**src/rtl/regfile_wb_queue.sv**
```systemverilog
// Writeback queue in front of the 3-port register file: buffers writes in order,
// drains one per cycle onto we3/wa3/wd3, and forwards pending data to two read ports.
module regfile_wb_queue #(
  parameter int n     = 16,
  parameter int r     = 3,
  parameter int DEPTH = 4
) (
  input  logic                     clk,
  input  logic                     rst_n,
  input  logic                     in_valid,
  output logic                     in_ready,
  input  logic [r-1:0]             in_addr,
  input  logic [n-1:0]             in_data,
  input  logic                     drain_en,
  output logic                     we3,
  output logic [r-1:0]             wa3,
  output logic [n-1:0]             wd3,
  input  logic [r-1:0]             fra1,
  input  logic [r-1:0]             fra2,
  output logic                     fhit1,
  output logic                     fhit2,
  output logic [n-1:0]             fd1,
  output logic [n-1:0]             fd2,
  output logic [$clog2(DEPTH):0]   count
);

  localparam int PW = $clog2(DEPTH);
  localparam int CW = PW + 1;

  logic [r-1:0]  addr_mem [DEPTH];
  logic [n-1:0]  data_mem [DEPTH];
  logic [PW-1:0] head;
  logic [PW-1:0] tail;
  logic [CW-1:0] cnt;
  logic          nonempty;
  logic          push;
  logic          pop;

  assign nonempty = (cnt != '0);
  assign in_ready = rst_n && (cnt < CW'(DEPTH));
  // Register-0 writes complete the handshake but are dropped here.
  assign push     = in_valid && in_ready && (in_addr != '0);
  assign we3      = nonempty && drain_en;
  assign pop      = we3;
  assign wa3      = nonempty ? addr_mem[head] : '0;
  assign wd3      = nonempty ? data_mem[head] : '0;
  assign count    = cnt;

  always_ff @(posedge clk or negedge rst_n) begin
    if (!rst_n) begin
      head <= '0;
      tail <= '0;
      cnt  <= '0;
    end else begin
      if (push) tail <= tail + 1'b1;
      if (pop)  head <= head + 1'b1;
      case ({push, pop})
        2'b10:   cnt <= cnt + 1'b1;
        2'b01:   cnt <= cnt - 1'b1;
        default: cnt <= cnt;
      endcase
    end
  end

  always_ff @(posedge clk) begin
    if (push) begin
      addr_mem[tail] <= in_addr;
      data_mem[tail] <= in_data;
    end
  end

  // Walk from head toward tail so the newest matching entry overrides older ones.
  function automatic logic [n:0] lookup(input logic [r-1:0] fa);
    logic          hit;
    logic [n-1:0]  d;
    logic [PW-1:0] idx;
    hit = 1'b0;
    d   = '0;
    for (int unsigned i = 0; i < DEPTH; i++) begin
      idx = head + PW'(i);
      if ((CW'(i) < cnt) && (fa != '0) && (addr_mem[idx] == fa)) begin
        hit = 1'b1;
        d   = data_mem[idx];
      end
    end
    return {hit, d};
  endfunction

  always_comb begin
    {fhit1, fd1} = lookup(fra1);
    {fhit2, fd2} = lookup(fra2);
  end

endmodule
```
**config.mk**
```make
export PLATFORM = sky130hd
export DESIGN_NAME = regfile_wb_queue
export DESIGN_NICKNAME = d
export VERILOG_FILES = /design/src/rtl/regfile_wb_queue.sv
export SDC_FILE = /design/constraint.sdc
export NUM_CORES = 1
export LEC_CHECK = 0
export ABC_AREA = 1
export BUFFER_PORTS_ARGS = -buffer_cell sky130_fd_sc_hd__buf_2
export CORE_UTILIZATION = 64
export DETAILED_ROUTE_END_ITERATION = 8
export PLACE_DENSITY = 0.91
export SYNTH_ARGS = -nofsm -noshare
export SYNTH_HDL_FRONTEND = slang
export SYNTH_SLANG_ARGS = --single-unit
```
**constraint.sdc**
```tcl
create_clock -name clk -period 5.22 [get_ports clk]
set_clock_uncertainty 0.1 [all_clocks]
set_input_delay 1.305 -clock clk [delete_from_list [all_inputs] [get_ports clk]]
set_output_delay 1.305 -clock clk [all_outputs]
set_load 0.01 [all_outputs]
```
# Yosys cells after proc, flatten, opt, wreduce, memory -nomap -nowiden
# Memories as Yosys holds them, arrays and structs flattened.
# Cells that the tools add are included.
# classes
eq_ne	10
n_mul	0
order_cmp	5
bitwise_logic	0
addsub	6
div_mod_pow	0
shift	0
reduce_logical	25
mux	21
# op_table
operator	count
$mux 16	9
$eq 3x3->1	8
$logic_and 1x1->1	20
$reduce_bool 3->1	4
$mux 1	10
$lt 1x3->1 const A	2
$lt 2x3->1 const A	2
$pmux 3 s2	1
$add 2x1->2 const B	2
$add 2x2->2 const B	2
$add 3x1->3 const B	1
$lt 3x3->1 const B	1
$mux 3	1
$sub 3x1->3 const B	1
$eq 2x1->1 const B	1
$eq 2x2->1 const B	1
$reduce_bool 2->1	1
# word_totals
romBits	0
latchBits	0
in_bits	29
elab_cells	72
memories	2
ram_bits	76
register_bits	7
out_inout_bits	58
# mem_list
memory	words	width	read_ports	rd_clocked_by_memory_dff	wr	line_no	rtl
data_mem	4	16	4	0	1	31	logic [n-1:0] data_mem [DEPTH];
addr_mem	4	3	4	0	1	30	logic [r-1:0] addr_mem [DEPTH];

# Longest topological paths before layout
# Gate-level depths: netlist (run 1).
# depth
word_depth	7
depth_mapped	16

# Worst setup path before layout (run 1)
# No wires, ideal clock.
# synth_path
path_type	input to output
start	in fra2[1]
end	out fd2[5]
path_slack_ps	1193
path_buffers	2
path_stages	11
arrival_ps	2622
required_ps	3815
cell_sequence	clkbuf_1 > nor3_1 > nor2_1 > o21ai_1 > a21oi_2 > clkbuf_1 > nand3_1 > nand2_1 > inv_1 > nand2_1 > nand2_1
# synth_via
elab_chain_len	7
word_cells_on_any_way	17
# synth_lines
element	line_no	rtl
start, declared	19	input logic [r-1:0] fra2,
$reduce_bool 3->1	81	if ((CW'(i) < cnt) && (fa != '0) && (addr_mem[idx] == fa)) begin
$logic_and 1x1->1 (2 in series)	81	
$mux 16 (3 in series)	81	
$mux 16 (*)	81	
end, declared	23	output logic [n-1:0] fd2,
# Every way passes the cells marked *; elsewhere a longest branch is shown, timed or not.

# Worst setup path in the final report (run 1)
# layout_path
start	in fra2[1]
end	out fd2[15]
# The elaborated chain is that of the path after synthesis.

==> results_dict.tcl, run 1 <==
set metrics [dict create \
    cts.path.max_buffers 2 \
    critPathMostFrequentCell "sky130_fd_sc_hd__nand2_1" \
    area_growth_syn_to_layout_pct 9.98 \
    switching_share 0.561 \
    cts_hold_buffers 0 \
    clk_latency_ps 350 \
    synth_seq_cells 83 \
    drive_above_1_share 0.122 \
    final_antenna_net_count 0 \
    final_net_count 1171 \
    finalHoldViolCount 0 \
    cts.sink_count 83 \
    netlist_instances 1079 \
    layout_common_cells "sky130_fd_sc_hd__nand2_1, sky130_fd_sc_hd__nand3_1, sky130_fd_sc_hd__inv_1, sky130_fd_sc_hd__o21ai_0, sky130_fd_sc_hd__buf_2" \
    netSwitchingPower_uw 3100 \
    max_slew_margin 0.273 \
    worst_ep_arrival_time_ps 3460 \
    port-buffer-count 86 \
    vdd_drop_max_mv 0.433 \
    floorplan.die_area_sq_um 11300 \
    leakagePower_uw 0.00401 \
    final_common_cell "sky130_fd_sc_hd__nand2_1" \
    final_area_sq_um 7680 \
    num-fill-cells 866 \
    cell_internal_pwr_uw 2420 \
    die_x_microns 106 \
    antenna_cells 0 \
    timing.critical_path.to_type "primary output" \
    comb_power_share 0.729 \
    maxClockFrequency_mhz 206 \
    run_status "finished clean" \
    critical_path.max_fanout 17 \
    overflow_left_after_global_routing 0 \
    placeableCoreArea_sq_um 10500 \
    clkSlewWorstSetupHoldPaths_ps 70 \
    iteration_count_of_the_initial_detailed_routing_pass 6 \
    detail_route.iter0.violations 1188 \
    r2r_startpoint "count[2]" \
    post_synth_num_cell_types 36 \
    initial_utilization 0.667 \
    finalWeightedCongestion 1.01 \
    post_route_setup_tns_ps 0 \
    fp.dieH_microns 106 \
    synthesis.area_per_instance_sq_um 6.47 \
    mappedNetlistArea_sq_um 6980 \
    grtUsageTotal 0.378 \
    seq_power_share 0.156 \
    via_count_of_the_first_global_routing_pass 6381 \
    fp-row-count 37 \
    p_per_area_nw_per_um2 719 \
    timing.critical_path.slowest_cell_delay_ps 610 \
    grt_max_degree 59 \
    ctsRootBufferMaster "sky130_fd_sc_hd__clkbuf_8" \
    sequential_cell_area_sq_um 2460 \
    type_of_the_setup_path_with_the_least_slack "in2out" \
    cap_violations 0 \
    final-setup-viol-count 0 \
    holdCritStartpoint "count[1]" \
    dpl-instance-area_sq_um 7390 \
    rr_endpoint "data_mem[3][5]" \
    dp_hpwl_microns 15100 \
    postSynthNetCount 1117 \
    regToRegSetupSlack_ps 2680 \
    rr_worst_depth 4 \
    drcViolationCount 0 \
    grt_first_pass_wirelength_microns 33000 \
    series_of_cell_instances_along_the_critical_path "buf_2 -> nor3_1 -> nor2_1 -> o21ai_1 -> a21oi_2 -> nand2_1 -> nand2_1 -> inv_1 -> nand2_1 -> nand2_1 -> nand2_1 -> buf_2" \
    wl_per_cell_microns 16.2 \
    worst_slew_pin_slew_ps 1070 \
    startpoint_type_of_the_worst_setup_path "input port" \
    tritoncts "built" \
    antenna_found_initial 0 \
    yosysSeqAreaShare 0.352 \
    synth_warnings 0 \
    cts-htree-levels 3 \
    slowest_cell_on_crit_path "sky130_fd_sc_hd__nand2_1" \
    numCtsBuffers 9 \
    timing.hold.worst_endpoint "count[1]" \
    detail_route.vias_per_cell 5.78 \
    holdCritPathClass "reg2reg" \
    setup_repair_after_global_routing_missed_its_margin "false" \
    worstHoldPathCells 2 \
    design.portCount 87 \
    critical_path_required_ps 3820 \
    share_clk_of_total_power 0.115 \
    vias 7358 \
    area_of_combinational_cells_with_multiple_inputs_sq_um 3720 \
    final.period_utilization 0.931 \
    min_period_ps 4860 \
    wirelength_microns 20700 \
    number_of_slew_limit_violations_in_the_final_report 0 \
]
## cells in the mapped netlist
library cell | instances | area (sq um)
sky130_fd_sc_hd__nor2_4 | 6 | 67.6
sky130_fd_sc_hd__mux2i_1 | 1 | 10.0
sky130_fd_sc_hd__buf_1 | 2 | 7.51
sky130_fd_sc_hd__buf_2 | 26 | 130
sky130_fd_sc_hd__o21a_1 | 26 | 195
sky130_fd_sc_hd__inv_1 | 128 | 480
sky130_fd_sc_hd__nor2_2 | 1 | 6.26
sky130_fd_sc_hd__nor2_1 | 50 | 188
sky130_fd_sc_hd__clkbuf_1 | 18 | 67.6
sky130_fd_sc_hd__xor2_2 | 1 | 16.3
sky130_fd_sc_hd__nand2_1 | 435 | 1630
sky130_fd_sc_hd__nand2_2 | 6 | 37.5
sky130_fd_sc_hd__ha_1 | 9 | 113
sky130_fd_sc_hd__nor3_1 | 1 | 5.00
sky130_fd_sc_hd__nand3_1 | 133 | 666
sky130_fd_sc_hd__nand4_1 | 1 | 6.26
sky130_fd_sc_hd__a21oi_1 | 5 | 25.0
sky130_fd_sc_hd__xor2_1 | 4 | 35.0
sky130_fd_sc_hd__o311ai_1 | 1 | 8.76
sky130_fd_sc_hd__o21ai_1 | 5 | 25.0
sky130_fd_sc_hd__and2_1 | 2 | 12.5
sky130_fd_sc_hd__nor3b_4 | 1 | 18.8
sky130_fd_sc_hd__o21ai_0 | 97 | 485
sky130_fd_sc_hd__nand3b_1 | 14 | 105
sky130_fd_sc_hd__clkbuf_2 | 2 | 10.0
sky130_fd_sc_hd__buf_4 | 4 | 30.0
sky130_fd_sc_hd__a21oi_2 | 1 | 8.76
sky130_fd_sc_hd__xnor2_1 | 2 | 17.5
sky130_fd_sc_hd__clkinv_1 | 2 | 7.51
sky130_fd_sc_hd__dfrtp_1 | 7 | 175
sky130_fd_sc_hd__buf_6 | 5 | 56.3
sky130_fd_sc_hd__edfxtp_1 | 76 | 2280
sky130_fd_sc_hd__nand2_4 | 2 | 22.5
sky130_fd_sc_hd__nand3_2 | 1 | 10.0
sky130_fd_sc_hd__and3_1 | 1 | 6.26
sky130_fd_sc_hd__inv_2 | 3 | 11.3
## timing repair
item,CTS,global route
buffers inserted,0,0
hold endpoints to repair,0,0
setup endpoints to repair,0,1
gates resized for setup,0,1
## metal layers
| metal | GRT usage | vias up | share of wire |
|---|---|---|---|
| li1 | - | 3542 | - |
| met1 | 0.554 | 3235 | 0.41 |
| met2 | 0.560 | 528 | 0.42 |
| met3 | 0.0895 | 53 | 0.15 |
| met4 | 0.102 | 0 | 0.022 |
| met5 | 0 | - | 0 |
## worst max-delay path by stage
| stage | startpoint | endpoint | cells after the start |
|---|---|---|---|
| finish | fra2[1] | fd2[15] | 12 |
| detailed placement | fra2[1] | fd2[15] | 12 |
| floorplan | fra2[1] | fd2[5] | 11 |
| CTS | head[0] | fd2[8] | 15 |
| global placement | fra2[1] | fd2[15] | 12 |
| global route | head[0] | fd2[4] | 15 |
## stage by stage
step	hold WS, ps	cells	util	setup slack [ps]	power [uW]
after floorplan	457	1079	-	1190	3650
after global placement	455	1258	0.706	563	4660
after detailed placement	471	1258	0.706	472	4720
after CTS	489	1274	0.734	402	5380
after global routing	526	1274	0.734	143	5940
final	488	1274	0.734	359	5520
## power groups by stage
stage | clock network, uW | registers, uW | logic [uW]
2_1_floorplan | 0 | 860 | 2790
3_3_place_gp | 0 | 867 | 3790
3_5_place_dp | 0 | 873 | 3850
4_1_cts | 639 | 860 | 3880
5_1_grt | 660 | 869 | 4410
6_report | 635 | 862 | 4020
## registers in the layout, indices dropped and copies added, names as in the netlist
register and cells:
head 2, tail 2, addr_mem 12, data_mem 64, count 3
## cells by family (layout without fill, tap and decap cells)
logic type / count (synthesis) / in the layout / synth area share
compound gates: 135 / 135 / 0.107
xor+xnor: 7 / 7 / 0.00986
fa+ha+maj: 9 / 9 / 0.0161
buf+inv: 190 / 249 / 0.115
flops: 83 / 83 / 0.352
mux: 1 / 1 / 0.00143
simple gates: 654 / 654 / 0.399
## cell type report
cell class                      count  share of cell area
Multi-Input combinational cell    806               0.485
Sequential cell                    83               0.320
Timing Repair Buffer              100              0.0702
Inverter                          133              0.0650
Tap cell                          136              0.0222
Clock inverter                      7              0.0213
Clock buffer                        9              0.0161
## worst max-delay path, delay by kind of cell
kind            cells  cell delay [ps]
compound gates      2              630
simple gates        7             1180
buf+inv             3              330
Power figures use the tool's default switching activity.
==> inputs of run 2 (changes only) <==
--- a/config.mk
+++ b/config.mk
@@ -7,9 +7,9 @@
 export LEC_CHECK = 0
 export ABC_AREA = 1
 export BUFFER_PORTS_ARGS = -buffer_cell sky130_fd_sc_hd__buf_2
-export CORE_UTILIZATION = 64
+export CORE_UTILIZATION = 60
 export DETAILED_ROUTE_END_ITERATION = 8
-export PLACE_DENSITY = 0.91
+export PLACE_DENSITY = 0.86
 export SYNTH_ARGS = -nofsm -noshare
 export SYNTH_HDL_FRONTEND = slang
 export SYNTH_SLANG_ARGS = --single-unit
==> constraint.sdc (replaced) <==
create_clock -name clk -period 5.4 [get_ports clk]
set_clock_uncertainty 0.1 [all_clocks]
set_input_delay 1.35 -clock clk [delete_from_list [all_inputs] [get_ports clk]]
set_output_delay 1.35 -clock clk [all_outputs]
set_load 0.01 [all_outputs]
==> run 2 against run 1 <==
  * First-iteration DRC count down 19%
  * Via count down 4.8%
  * Total power down 6.2%
  * Critical endpoint unchanged
==> results_dict.tcl, run 2 (synthesis results as in run 1) <==
set metrics [dict create \
    switching_share 0.559 \
    type_of_the_setup_path_with_the_least_slack "reg2out" \
    critical_path_required_ps 3950 \
    cell_internal_pwr_uw 2280 \
    placeableCoreArea_sq_um 11400 \
    vdd_drop_max_mv 0.450 \
    timing.critical_path.slowest_cell_delay_ps 620 \
    seq_power_share 0.160 \
    antenna_found_initial 0 \
    final.period_utilization 0.930 \
    dp_hpwl_microns 14200 \
    p_per_area_nw_per_um2 676 \
    cts.sink_count 83 \
    area_growth_syn_to_layout_pct 9.75 \
    holdCritPathClass "reg2reg" \
    final_antenna_net_count 0 \
    layout_common_cells "sky130_fd_sc_hd__nand2_1, sky130_fd_sc_hd__nand3_1, sky130_fd_sc_hd__inv_1, sky130_fd_sc_hd__o21ai_0, sky130_fd_sc_hd__buf_2" \
    cts-htree-levels 3 \
    clkSlewWorstSetupHoldPaths_ps 60 \
    finalHoldViolCount 0 \
    finalWeightedCongestion 0.957 \
    cap_violations 0 \
    iteration_count_of_the_initial_detailed_routing_pass 6 \
    cts.path.max_buffers 2 \
    num-fill-cells 990 \
    numCtsBuffers 9 \
    critical_path.max_fanout 53 \
    dpl.cell_count 1262 \
    post_route_setup_tns_ps 0 \
    fp.dieH_microns 110 \
    detail_route.iter0.violations 959 \
    p_total_uw 5180 \
    detail_route.vias_per_cell 5.48 \
    drcViolationCount 0 \
    clk_latency_ps 330 \
    max_slew_margin 0.263 \
    setup_repair_after_global_routing_missed_its_margin "false" \
    instances_no_fill 1278 \
    post_cts.repair.setup_buffers 0 \
    number_of_slew_limit_violations_in_the_final_report 0 \
    antenna_cells 0 \
    final-setup-viol-count 0 \
    flip_flop_count_of_the_largest_register_after_layout 64 \
    comb_power_share 0.728 \
    timing.hold.worst_endpoint "count[1]" \
    min_period_ps 5020 \
    netSwitchingPower_uw 2900 \
    wirelength_microns 19000 \
    leakagePower_uw 0.00400 \
    overflow_left_after_global_routing 0 \
    slowest_cell_on_crit_path "sky130_fd_sc_hd__inv_2" \
    vias 7004 \
    ctsRootBufferMaster "sky130_fd_sc_hd__clkbuf_16" \
    die_x_microns 110 \
    wl_per_cell_microns 14.9 \
    timing.critical_path.to_type "primary output" \
    rr_worst_depth 4 \
    r2r_startpoint "count[2]" \
    startpoint_type_of_the_worst_setup_path "register" \
    initial_utilization 0.614 \
    grtUsageTotal 0.330 \
    design.portCount 87 \
    worstHoldPathCells 2 \
    via_count_of_the_first_global_routing_pass 5804 \
    worst_ep_arrival_time_ps 3570 \
    final_common_cell "sky130_fd_sc_hd__nand2_1" \
    floorplan.die_area_sq_um 12100 \
    grt_max_degree 104 \
    port-buffer-count 86 \
    critPathMostFrequentCell "sky130_fd_sc_hd__nand2_1" \
    run_status "finished clean" \
    rr_endpoint "data_mem[3][8]" \
    grt_first_pass_wirelength_microns 30100 \
    tritoncts "built" \
    final_area_sq_um 7660 \
    holdCritStartpoint "count[1]" \
    final_net_count 1168 \
    regToRegSetupSlack_ps 3260 \
    share_clk_of_total_power 0.111 \
    maxClockFrequency_mhz 199 \
    series_of_cell_instances_along_the_critical_path "inv_2 -> nand2_1 -> nand3_1 -> nand2_1 -> a21oi_2 -> nand2_1 -> nand2_1 -> inv_1 -> nand2_1 -> nand2_1 -> nand2_1 -> buf_2" \
    drive_above_1_share 0.117 \
    cts_hold_buffers 0 \
    worst_slew_pin_slew_ps 1090 \
    largest_register_by_flop_count "data_mem" \
    dpl-instance-area_sq_um 7370 \
    fp-row-count 39 \
]
[run 2: changes by cell type in the layout (fill, tap and decap cells not counted)]
| cell | change |
|---|---|
| sky130_fd_sc_hd__buf_4 | -3 |
| sky130_fd_sc_hd__clkbuf_1 | +1 |
| sky130_fd_sc_hd__clkinv_2 | +1 |
| sky130_fd_sc_hd__clkbuf_8 | -9 |
| sky130_fd_sc_hd__clkinv_1 | +2 |
| sky130_fd_sc_hd__clkbuf_16 | +9 |
| sky130_fd_sc_hd__bufinv_16 | -4 |
[run 2: final cells by class]
| cell class | instances | area, sq um | area share |
|---|---|---|---|
| Clock inverter | 6 | 56.3 | 0.00735 |
| Inverter | 133 | 499 | 0.0652 |
| Clock buffer | 10 | 229 | 0.0299 |
| Timing Repair Buffer | 97 | 517 | 0.0674 |
| Multi-Input combinational cell | 806 | 3720 | 0.486 |
| Sequential cell | 83 | 2460 | 0.321 |
| Tap cell | 143 | 179 | 0.0234 |
[run 2: per-stage QoR]
stage | hold slack, ps | worst slack (ps) | util
global route | 535 | 37.0 | 0.674
global placement | 440 | 636 | 0.649
finish | 480 | 377 | 0.674
CTS | 472 | 308 | 0.674
detailed placement | 458 | 577 | 0.649
floorplan | 457 | 1280 | -
[run 2: worst max path at each step]
stage	from	to	slack (ps)	cells past startpoint
floorplan	fra2[1]	fd2[5]	1280	11
global route	head[0]	fd2[1]	40	12
detailed placement	fra2[1]	fd2[1]	580	12
CTS	head[0]	fd2[1]	310	12
global placement	fra2[1]	fd2[0]	640	12
finish	head[0]	fd2[15]	380	12
[run 2: power by group through the flow]
stage | Combinational (uW) | Clock (uW) | Sequential (uW)
2_1_floorplan | 2700 | 0 | 832
3_3_place_gp | 3620 | 0 | 838
3_5_place_dp | 3650 | 0 | 842
4_1_cts | 3670 | 584 | 829
5_1_grt | 4220 | 609 | 839
6_report | 3770 | 577 | 831
[run 2: critical path: cells and delay by family, from the launching register on]
kind,cells,cell delay [ps]
compound gates,1,580
simple gates,8,1380
flops,1,480
buf+inv,3,790
[run 2: metal layers]
| metal | up-vias | GRT usage | routed length [microns] |
|---|---|---|---|
| li1 | 3542 | - | - |
| met1 | 3065 | 0.518 | 8750 |
| met2 | 374 | 0.463 | 7940 |
| met3 | 23 | 0.0664 | 2140 |
| met4 | 0 | 0.0714 | 214 |
| met5 | - | 0 | 0 |
[run 2: timing repair]
action	4_1_cts	5_1_grt
endpoints found under the hold margin	0	0
gates resized for setup	0	1
setup endpoints to repair	0	16
==> inputs of run 3 (changes only) <==
--- a/config.mk
+++ b/config.mk
@@ -7,9 +7,10 @@
 export LEC_CHECK = 0
 export ABC_AREA = 1
 export BUFFER_PORTS_ARGS = -buffer_cell sky130_fd_sc_hd__buf_2
-export CORE_UTILIZATION = 60
+export CORE_UTILIZATION = 61
+export CTS_BUF_LIST = sky130_fd_sc_hd__clkbuf_4 sky130_fd_sc_hd__clkbuf_8
 export DETAILED_ROUTE_END_ITERATION = 8
-export PLACE_DENSITY = 0.86
+export PLACE_DENSITY = 0.87
 export SYNTH_ARGS = -nofsm -noshare
 export SYNTH_HDL_FRONTEND = slang
 export SYNTH_SLANG_ARGS = --single-unit
==> run 3 against run 2 <==
  * Utilization is 1.5 points higher
  * Total power is 1.7% lower
  * Worst setup slack worse by 83 ps
  * Non-clock buffer count is 2 higher
  * Worst hold slack hardly changed
  * Fmax is 1.6% lower
  * Cell count is 0.16% lower
  * Sequential share of layout area is 0.39 points higher
  * Flip-flop and latch count stayed put
==> results_dict.tcl, run 3 (synthesis results as in run 1) <==
set metrics [dict create \
    post_cts.repair.setup_buffers 0 \
    critical_path_required_ps 3950 \
    worst_ep_arrival_time_ps 3660 \
    vdd_drop_max_mv 0.393 \
    finalHoldViolCount 0 \
    final-setup-viol-count 0 \
    p_per_area_nw_per_um2 673 \
    finalWeightedCongestion 0.934 \
    drcViolationCount 0 \
    leakagePower_uw 0.00396 \
    grt_first_pass_wirelength_microns 30700 \
    final_net_count 1170 \
    comb_power_share 0.755 \
    antenna_found_initial 0 \
    wirelength_microns 19700 \
    grtUsageTotal 0.339 \
    die_x_microns 109 \
    drive_above_1_share 0.121 \
    instances_no_fill 1276 \
    seq_power_share 0.165 \
    final_critical_path_setup_slack_ps 294 \
    r2r_startpoint "count[2]" \
    critical_path.max_fanout 53 \
    tritoncts "built" \
    rr_worst_depth 4 \
    clk_latency_ps 340 \
    ctsRootBufferMaster "sky130_fd_sc_hd__clkbuf_8" \
    cap_violations 0 \
    post_route_setup_tns_ps 0 \
    initial_utilization 0.636 \
    maxClockFrequency_mhz 196 \
    largest_register_by_flop_count "data_mem" \
    max_slew_margin 0.315 \
    overflow_left_after_global_routing 0 \
    flip_flop_count_of_the_largest_register_after_layout 64 \
    setup_repair_after_global_routing_missed_its_margin "false" \
    holdCritPathClass "reg2reg" \
    global_route.usage.met2 0.488 \
    run_status "finished clean" \
    grt_use_met3 0.0717 \
    via_count_of_the_first_global_routing_pass 6042 \
    grt-busiest-layer "met1" \
    placement.setup.worst_slack_ps 465 \
    dpl.cell_count 1261 \
    design.portCount 87 \
    fp-row-count 38 \
    number_of_slew_limit_violations_in_the_final_report 0 \
    cts-htree-levels 3 \
    final_antenna_net_count 0 \
    type_of_the_setup_path_with_the_least_slack "reg2out" \
    floorplan.die_area_sq_um 11900 \
    critPathCapture "fd2[15]" \
    numCtsBuffers 9 \
    vias 7225 \
    layout_common_cells "sky130_fd_sc_hd__nand2_1, sky130_fd_sc_hd__nand3_1, sky130_fd_sc_hd__inv_1, sky130_fd_sc_hd__o21ai_0, sky130_fd_sc_hd__buf_2" \
    wl_per_cell_microns 15.4 \
    num-fill-cells 945 \
    worst_slew_pin_slew_ps 1010 \
    area_growth_syn_to_layout_pct 8.42 \
    crit_start "head[0]" \
    cts.sink_count 83 \
    grt_max_degree 112 \
    cts.path.max_buffers 2 \
    final_common_cell "sky130_fd_sc_hd__nand2_1" \
    iteration_count_of_the_initial_detailed_routing_pass 7 \
    startpoint_type_of_the_worst_setup_path "register" \
    regToRegSetupSlack_ps 2940 \
    cell_internal_pwr_uw 2150 \
    rr_endpoint "data_mem[3][3]" \
    timing.critical_path.to_type "primary output" \
    final.period_utilization 0.945 \
    globalRouteMet1Util 0.510 \
    port-buffer-count 86 \
    placeableCoreArea_sq_um 11000 \
    detail_route.iter0.violations 1073 \
    dp_hpwl_microns 14600 \
    postLayoutCoreUtil 0.689 \
    fp.dieH_microns 109 \
    detail_route.vias_per_cell 5.66 \
    clkSlewWorstSetupHoldPaths_ps 70 \
    netSwitchingPower_uw 2940 \
    min_period_ps 5110 \
    antenna_cells 0 \
    share_clk_of_total_power 0.081 \
    switching_share 0.578 \
]
## run 3: cell count changes in the layout (fill, tap and decap cells not counted), sizes merged
cell and change:
buf +2, clkinvlp +1, clkinv -1, clkbuf -1
## run 3: through the flow
| step | cell area, sq um | hold WS, ps | total power (uW) |
|---|---|---|---|
| floorplan | 6980 | 457 | 3530 |
| global placement | 7380 | 463 | 4490 |
| detailed placement | 7380 | 457 | 4560 |
| CTS | 7570 | 475 | 4980 |
| global route | 7570 | 526 | 5500 |
| finish | 7570 | 480 | 5090 |
## run 3: worst max-delay path: stages (launching register included)
cell	delay [ps]
sky130_fd_sc_hd__dfrtp_2	430
sky130_fd_sc_hd__inv_2	570
sky130_fd_sc_hd__nand2_1	210
sky130_fd_sc_hd__nand3_1	120
sky130_fd_sc_hd__nand2_1	140
sky130_fd_sc_hd__a21oi_2	650
sky130_fd_sc_hd__nand2_1	620
sky130_fd_sc_hd__nand2_1	220
sky130_fd_sc_hd__inv_1	60
sky130_fd_sc_hd__nand2_1	50
sky130_fd_sc_hd__nand2_1	40
sky130_fd_sc_hd__nand2_1	40
sky130_fd_sc_hd__buf_2	120
## run 3: power by group through the flow
stage	clock (uW)	sequential (uW)	combinational, uW
2_1_floorplan	0	832	2700
3_3_place_gp	0	844	3640
3_5_place_dp	0	848	3710
4_1_cts	416	835	3730
5_1_grt	443	845	4210
6_report	412	838	3840
## run 3: worst min-delay path by stage
| stage | start | to | slack [ps] | cells past startpoint |
|---|---|---|---|---|
| global placement | count[1] | count[1] | 460 | 2 |
| CTS | count[1] | count[1] | 480 | 2 |
| finish | count[1] | count[1] | 480 | 2 |
| detailed placement | count[1] | count[1] | 460 | 2 |
| floorplan | tail[1] | tail[1] | 460 | 2 |
| global route | tail[1] | tail[1] | 530 | 2 |
## run 3: layout make-up
| type | count | area [sq um] | area share |
|---|---|---|---|
| Multi-Input combinational cell | 806 | 3720 | 0.492 |
| Sequential cell | 83 | 2460 | 0.325 |
| Timing Repair Buffer | 99 | 532 | 0.0702 |
| Inverter | 133 | 499 | 0.0660 |
| Tap cell | 140 | 175 | 0.0231 |
| Clock buffer | 9 | 124 | 0.0164 |
| Clock inverter | 6 | 57.6 | 0.00760 |
## run 3: timing repair
action                     in CTS  in global routing
setup endpoints to repair       0                  3
resized for setup               0                  1
hold buffers                    0                  0
## run 3: layer usage
metal | vias up | wire, microns | share of wire
li1 | 3534 | - | -
met1 | 3156 | 8410 | 0.43
met2 | 490 | 8380 | 0.43
met3 | 45 | 2580 | 0.13
met4 | 0 | 340 | 0.017
met5 | - | 0 | 0
